## config.mk

```make
export PLATFORM = sky130hd
export DESIGN_NAME = bpred_resolve_queue
export DESIGN_NICKNAME = d
export VERILOG_FILES = /design/src/rtl/bpred_resolve_queue.sv
export SDC_FILE = /design/constraint.sdc
export NUM_CORES = 1
export LEC_CHECK = 0
export ABC_AREA = 1
export BUFFER_PORTS_ARGS = -buffer_cell sky130_fd_sc_hd__buf_2
export CORE_MARGIN = 2
export CORE_UTILIZATION = 35
export CTS_CLUSTER_SIZE = 30
export DETAILED_ROUTE_END_ITERATION = 16
export SLEW_MARGIN = 20
export SYNTH_ARGS = -nofsm -noshare
export SYNTH_HDL_FRONTEND = slang
export SYNTH_SLANG_ARGS = --single-unit
```

## constraint.sdc

```tcl
create_clock -name clk -period 7.6 [get_ports clk]
set_input_delay 0.76 -clock clk [delete_from_list [all_inputs] [get_ports clk]]
set_output_delay 0.76 -clock clk [all_outputs]
set_load 0.03 [all_outputs]
```

## src/rtl/bpred_resolve_queue.sv

```systemverilog
// In-order record queue for the perceptron predictor: checks each prediction against
// the resolved outcome, drives predictor update/recovery and the fetch redirect.
module bpred_resolve_queue #(
    parameter int DEPTH = 8,
    parameter int RASW  = 4
) (
    input  logic                     clk,
    input  logic                     reset,
    input  logic                     f_valid,
    input  logic [31:0]              f_pc,
    input  logic                     f_pred_dir,
    input  logic [31:0]              f_pred_next,
    input  logic [RASW-1:0]          f_ras_index,
    output logic                     f_ready,
    input  logic                     e_valid,
    input  logic                     e_dir,
    input  logic [31:0]              e_target,
    output logic [$clog2(DEPTH):0]   count,
    output logic                     e_error,
    output logic                     execute_bpredictor_update,
    output logic [31:0]              execute_bpredictor_PC4,
    output logic [31:0]              execute_bpredictor_target,
    output logic                     execute_bpredictor_dir,
    output logic                     execute_bpredictor_miss,
    output logic                     execute_bpredictor_recover_ras,
    output logic [RASW-1:0]          execute_bpredictor_meta,
    output logic                     fetch_redirect,
    output logic [31:0]              fetch_redirect_PC
);

    localparam int PW = $clog2(DEPTH);
    localparam int CW = PW + 1;
    localparam logic [CW-1:0] FULL = CW'(DEPTH);

    logic [31:0]     pc_mem   [DEPTH];
    logic            dir_mem  [DEPTH];
    logic [31:0]     next_mem [DEPTH];
    logic [RASW-1:0] ras_mem  [DEPTH];

    logic [PW-1:0]   head;
    logic [PW-1:0]   tail;

    logic            pop;
    logic            push;
    logic            miss_now;
    logic [31:0]     head_pc4;
    logic [31:0]     actual_next;

    always_comb begin
        pop         = reset & e_valid & (count != '0);
        head_pc4    = pc_mem[head] + 32'd4;
        actual_next = e_dir ? e_target : head_pc4;
        miss_now    = pop & ((e_dir != dir_mem[head]) | (actual_next != next_mem[head]));
        // Fetch is on the wrong path both in the detecting cycle and the redirect cycle.
        f_ready     = reset & (count < FULL) & ~(miss_now | fetch_redirect);
        push        = f_valid & f_ready;
    end

    always_ff @(posedge clk) begin
        if (push) begin
            pc_mem[tail]   <= f_pc;
            dir_mem[tail]  <= f_pred_dir;
            next_mem[tail] <= f_pred_next;
            ras_mem[tail]  <= f_ras_index;
        end
    end

    always_ff @(posedge clk) begin
        if (!reset) begin
            head                           <= '0;
            tail                           <= '0;
            count                          <= '0;
            e_error                        <= 1'b0;
            execute_bpredictor_update      <= 1'b0;
            execute_bpredictor_PC4         <= '0;
            execute_bpredictor_target      <= '0;
            execute_bpredictor_dir         <= 1'b0;
            execute_bpredictor_miss        <= 1'b0;
            execute_bpredictor_recover_ras <= 1'b0;
            execute_bpredictor_meta        <= '0;
            fetch_redirect                 <= 1'b0;
            fetch_redirect_PC              <= '0;
        end else begin
            e_error                        <= e_valid & (count == '0);
            execute_bpredictor_update      <= pop;
            execute_bpredictor_miss        <= 1'b0;
            execute_bpredictor_recover_ras <= 1'b0;
            fetch_redirect                 <= miss_now;

            if (pop) begin
                execute_bpredictor_PC4         <= head_pc4;
                execute_bpredictor_target      <= e_target;
                execute_bpredictor_dir         <= e_dir;
                execute_bpredictor_miss        <= miss_now;
                execute_bpredictor_recover_ras <= miss_now;
                execute_bpredictor_meta        <= ras_mem[head];
            end

            if (miss_now)
                fetch_redirect_PC <= actual_next;

            // A miss squashes every younger record; push is already blocked via f_ready.
            if (miss_now) begin
                head  <= tail;
                count <= '0;
            end else begin
                if (pop)
                    head <= head + 1'b1;
                if (push)
                    tail <= tail + 1'b1;
                count <= count + CW'(push) - CW'(pop);
            end
        end
    end

endmodule

```

==> results of run 1 <==
[synthesized netlist by cell type (all sizes together)]
library cell     n  area [um^2]
clkinv           2         7.51
or2              1         6.26
a32oi            2         17.5
nand2         1051         3970
buf            115          689
nor2           113          489
nand3          359         1820
and2             5         31.3
nand3b           9         67.6
nand4           10         77.6
a31oi           16          100
a21oi           90          462
o211ai           9         67.6
a211oi           2         15.0
clkbuf          35          131
inv            284         1070
a22o            16          140
o21ai           76          384
fa               1         20.0
mux2i           10          100
dfxtp          118         2360
a22oi            6         45.0
xor2             2         17.5
nor3            10         55.1
xnor2            1         8.76
a32o            38          380
edfxtp         552        16600
ha               8          100
[sequential cells by signal, summed over array words and instances (netlist names), named ones only]
name and cells:
execute_bpredictor_target 32, e_error 1, tail 3, next_mem 256, execute_bpredictor_update 1, pc_mem 256, count 4, execute_bpredictor_meta 4
execute_bpredictor_PC4 32, fetch_redirect_PC 32, execute_bpredictor_recover_ras 1, head 3, fetch_redirect 1, dir_mem 8, execute_bpredictor_dir 1, ras_mem 32
[power by group through the flow]
stage | Combinational [W] | Clock, W | Sequential [W]
floorplan | 0.000958 | 0 | 0.00468
global placement | 0.00187 | 0 | 0.00444
detailed placement | 0.00187 | 0 | 0.00444
CTS | 0.00188 | 0.00362 | 0.00436
global route | 0.00205 | 0.00377 | 0.00438
finish | 0.00188 | 0.00356 | 0.00437
[metal layers]
| metal | GRT usage | up-vias | routed length, um |
|---|---|---|---|
| met5 | 0 | - | 62 |
| met4 | 0.0642 | 12 | 2350 |
| met3 | 0.0421 | 136 | 7760 |
| met2 | 0.313 | 901 | 39200 |
| met1 | 0.295 | 10300 | 39500 |
| li1 | - | 10200 | - |
[cells by family (layout without fill, tap and decap cells)]
| logic type | after synthesis | count (layout) |
|---|---|---|
| AO/OA/AOI/OAI | 255 | 255 |
| XOR/XNOR | 3 | 3 |
| adder cells (fa/ha/maj) | 9 | 9 |
| buffers and inverters | 436 | 674 |
| flip-flops | 670 | 670 |
| multiplexers | 10 | 10 |
| other | 0 | 3 |
| AND/OR/NAND/NOR | 1558 | 1558 |
[stage by stage]
| stage | hold slack [ps] | worst slack (ps) |
|---|---|---|
| floorplan | 495 | -478 |
| global placement | 430 | 1720 |
| detailed placement | 434 | 1760 |
| CTS | 329 | 1570 |
| global route | 346 | 1140 |
| finish | 352 | 1550 |
[how the worst max path moves through the flow]
stage	endpoint	startpoint	slack, ps	cells past startpoint
6_report	f_ready	flop	1550	26
5_1_grt	f_ready	flop	1140	26
4_1_cts	f_ready	flop	1570	26
3_5_place_dp	next_mem[4][13]	flop	1760	26
3_3_place_gp	next_mem[4][20]	flop	1720	26
2_1_floorplan	dir_mem[4]	flop	-480	26
[worst register-to-register path, stage by stage, from the launching register on]
cell	delay [ps]
dfxtp_4	360
inv_6	520
buf_4	530
buf_4	470
nand2_1	120
nand2_1	80
nand2_1	50
o21ai_0	90
nand2_1	80
nand2_1	150
nand2_1	70
nor2_1	120
nand2_1	80
nor2_1	190
nand2_1	70
nand2_1	80
nand3_1	100
nand3_1	120
nand2_1	60
nor2_1	260
nand2_1	110
nor2_2	180
nand3_4	170
nand2_4	170
nand4_4	260
nor3_2	230
buf_4	780
[cell type report]
class	instances	share of cell area
Clock inverter	34	0.0100
Antenna cell	3	0.000223
Clock buffer	101	0.0621
Multi-Input combinational cell	1835	0.251
Tap cell	1070	0.0398
Inverter	286	0.0323
Timing Repair Buffer	253	0.0420
Sequential cell	670	0.563
==> flow_summary.ini, run 1 <==
[timing]
finalClockSkew_ps = 34.3
setup_viol = 0
final.min_clock_period_ps = 6050
fin_crit_sh = 0.796
fin_setup_tns_ps = 0
rsz0062_at_grt = no
clock.fmax_mhz = 165
slew_headroom = 0.269
hold_viol_final = 0
worstMarginPinSlew_ps = 1100
drv_slew = 0

[pwr]
p_switching_w = 0.00306
clkPwrFrac = 0.363
power_frac_comb = 0.192
switching_share = 0.311
p_leak_nw = 14.1
seq_power_share = 0.445
vdd.ir_drop.worst_v = 0.000163
internal_power_w = 0.00676
powerDensity_mw_per_mm2 = 292
finalPower_w = 0.00982

[cells_and_area]
area_delta_synth_final_pct = 15.2
final_nets = 3235
final_cells = 4252
mostFrequentLayoutCells = nand2_1, edfxtp_1, nand3_1, inv_1, buf_2
ff_latch_area_mm2 = 0.0189
layout-drive-gt1-share = 0.131
layout_commonest_cell = nand2_1
stdcell_area_mm2 = 0.0336
nFillCells = 7891
utilization = 0.408
multiInputGateArea_mm2 = 0.00843

[worst_hold_path]
hold_path_class = primary input to flop
holdPathEnd = execute_bpredictor_target[12]
hold_path_depth = 3
hold_start = e_target[12]

[die]
num_io_pins = 217
die_y_um = 293
core_area_mm2 = 0.0824
die_w_um = 293
num_rows = 105
die-area_mm2 = 0.0858
initial_core_util = 0.355

[clock_tree]
post_cts_resized = 0
clk_latency_ps = 640
cts_hold_buf = 0
cts_tree = done
cts_setup_buffers = 0
cts_max_level = 3
numCtsBuffers = 74
clockBufferDepth = 3
cts_sinks = 670
cts_root_buf = clkbuf_16
clkTransAtPathRegs_ps = 60

[worst_setup_path]
cpMostUsedCell = nand2_1
crit_type = flop to primary output
r2r-end = next_mem[4][20]
reg2reg_depth = 26
cpPeakStageDelay_ps = 520
startpoint_type = flop
cp_data_required_time_ps = 6840
setup.worst_path.end_class = primary output
r2r_setup_slack_ps = 1680
cp_slowest_cell = inv_6
cp_max_fo = 93
arrival_ps = 5290
critPathBufInv = 5
path_delay_family = simple AND/OR/NAND/NOR gates

[placed_design]
numPortBuffers = 216
dp_cells = 4114
placed_area_mm2 = 0.0312
dpl.hpwl_um = 58200
gp_congestion = 0.907

[logic_synthesis]
synth_compound_area_frac = 0.0552
syn_area_mm2 = 0.0292
synthesis.instances = 2941
avgSynthCellArea_um2 = 9.93
synth_top_family_by_area = simple AND/OR/NAND/NOR gates
syn_nets = 3056
yosysWarningCount = 0
ys_types = 46
synth-xor-area-share = 0.000899
synth-seq-cells = 670
synth_mux_area_frac = 0.00343
synthSimpleGateAreaFrac = 0.223
synthAdderAreaFrac = 0.00411
yosysSeqAreaShare = 0.648

[routing]
drt_iter0_drc = 2458
dr.pass1.iters = 8
wl_um = 88900
via_per_inst = 5.09
avgRoutedWirePerCell_um = 20.9
drc = 0
postRouteAntennaNets = 0
num_vias = 21600

[grt]
grt_overflow = 0
grt.total_usage = 0.206
grt_max_degree = 139
antenna_found_initial = 16
grt_pass1_vias = 20100
grt_pass1_wl_um = 132000

[run_status]
status = completed

[job]
cap_violations = 0
Power figures use the tool's default switching activity.
==> run 2, diff against run 1 <==
==> constraint.sdc (replaced) <==
create_clock -name clk -period 6.31 [get_ports clk]
set_input_delay 0.631 -clock clk [delete_from_list [all_inputs] [get_ports clk]]
set_output_delay 0.631 -clock clk [all_outputs]
set_load 0.03 [all_outputs]
==> run 2 against run 1 <==
First-iteration DRC count down 11%. Clock skew down 3.4 ps. Highest routed layer unchanged. Via count fell by 0.96%. Clock-buffer cell count is 1 lower. Combinational power grew 22%. Critical path depth up 1. Final cell count increased by 0.12%.
==> flow_summary.ini, run 2 (synthesized netlist as in run 1, its figures left out) <==
[worst_setup_path]
crit_type = flop to primary output
reg2reg_depth = 31
cp_data_required_time_ps = 5680
r2r_setup_slack_ps = 1030
r2r-end = count[2]
arrival_ps = 4780
startpoint_type = flop
worstSetupEndpoint = f_ready
cp_max_fo = 122
setup.worst_path.end_class = primary output

[die]
num_io_pins = 217
die_w_um = 293
die_y_um = 293
die-area_mm2 = 0.0858
core_area_mm2 = 0.0824
initial_core_util = 0.355
num_rows = 105

[timing]
finalClockSkew_ps = 30.9
drv_slew = 0
hold_viol_final = 0
worstMarginPinSlew_ps = 1080
setup_viol = 0
fin_setup_tns_ps = 0
slew_headroom = 0.281
final.min_clock_period_ps = 5410
fin_crit_sh = 0.858
clock.fmax_mhz = 185
rsz0062_at_grt = no

[routing]
wl_um = 88900
dr_wl_met2_um = 38500
via_per_inst = 5.03
avgRoutedWirePerCell_um = 20.9
wl_met3_um = 9250
postRouteAntennaNets = 0
drt_iter0_drc = 2182
num_vias = 21400
top_layer = met5
dr.pass1.iters = 6
drt-met1-wl_um = 38000
drc = 0

[clock_tree]
post_cts_resized = 0
clk_latency_ps = 620
cts_sinks = 670
clkTransAtPathRegs_ps = 60
cts_hold_buf = 0
cts_setup_buffers = 0
numCtsBuffers = 74
cts_root_buf = clkbuf_16
cts_tree = done
cts_max_level = 3
clockBufferDepth = 3

[pwr]
p_leak_nw = 14.1
vdd.ir_drop.worst_v = 0.000189
powerDensity_mw_per_mm2 = 349

[worst_hold_path]
hold_path_depth = 3
hold_path_class = primary input to flop

[cells_and_area]
reg_top3 = next_mem (256), pc_mem (256)
layout_commonest_cell = nand2_1
nFillCells = 7832
utilization = 0.409
area_delta_synth_final_pct = 15.4
final_nets = 3237
mostFrequentLayoutCells = nand2_1, edfxtp_1, nand3_1, inv_1, buf_2
layout-drive-gt1-share = 0.130
final_cells = 4257
stdcell_area_mm2 = 0.0337

[job]
cap_violations = 0

[grt]
grt_max_degree = 149
antenna_found_initial = 16
grt_overflow = 0
grt_pass1_wl_um = 131000
grt.total_usage = 0.205
grt_pass1_vias = 20100

[placed_design]
dp_cells = 4116
numPortBuffers = 216
gp_congestion = 0.945
placed_area_mm2 = 0.0313
dpl.hpwl_um = 57500

[run_status]
status = completed
==> run 2: cell count changes in the layout (fill, tap and decap cells not counted) <==
cell and change:
inv_16 -2, clkinv_1 +2, clkinv_16 -1, clkbuf_8 -1, clkinv_2 +5, buf_4 -7, bufinv_16 +1, buf_12 +9
clkinv_8 -2, clkinv_4 -2, inv_4 -1, inv_6 +1, diode_2 +3
==> run 2: worst min path at each step <==
stage	slack [ps]	start	end
after floorplan	490	tail[2]	tail[2]
after global placement	430	fetch_redirect_PC[20]	fetch_redirect_PC[20]
after detailed placement	430	fetch_redirect_PC[17]	fetch_redirect_PC[17]
after CTS	200	e_target[28]	execute_bpredictor_target[28]
after global routing	230	e_target[28]	execute_bpredictor_target[28]
final	230	e_target[28]	execute_bpredictor_target[28]
==> run 2: final cells by class <==
type                            count  area [um^2]  area share
Clock buffer                      100         2070      0.0615
Clock inverter                     35          282     0.00835
Multi-Input combinational cell   1835         8430       0.250
Antenna cell                        6         15.0    0.000445
Sequential cell                   670        18900       0.562
Timing Repair Buffer              255         1540      0.0457
Inverter                          286         1090      0.0322
Tap cell                         1070         1340      0.0397
==> run 2: layer usage <==
metal  vias to the layer above  GRT usage
li1                      10200          -
met1                     10200      0.279
met2                       855      0.308
met3                       161     0.0631
met4                        14     0.0743
met5                         -          0
==> run 2: critical path, cell delays in order, from the launching register on <==
cell     delay [ps]
dfxtp_4         380
buf_12          400
nand2_1         120
nand3_1         120
nand2_1          60
nand2_1          50
nand2_1          70
buf_4           160
ha_1            290
inv_1            60
o21ai_0         480
nand2_1         120
nand2_1          80
nand3_1          90
nor2_1           90
nand2_1          60
nor2_1          130
nand3_1          90
nor2_1           90
nand2_1          50
nor2_1           80
nand2_1          80
nor2_2          130
nand3_4         150
a21oi_4         170
inv_2           100
nor3_1          160
buf_2           230
==> run 2: metrics by stage <==
stage | setup WS [ps] | hold WS (ps) | total power, W
2_1_floorplan | -1770 | 495 | 0.00679
3_3_place_gp | 1160 | 428 | 0.00761
3_5_place_dp | 1120 | 433 | 0.00762
4_1_cts | 921 | 201 | 0.0118
5_1_grt | 453 | 234 | 0.0122
6_report | 899 | 233 | 0.0118
==> run 2: report_power, final <==
| group | internal, W | total (W) | switching [W] |
|---|---|---|---|
| registers | 0.00507 | 0.00526 | 0.000191 |
| clock network | 0.00247 | 0.00422 | 0.00175 |
| logic | 0.000607 | 0.00230 | 0.00169 |
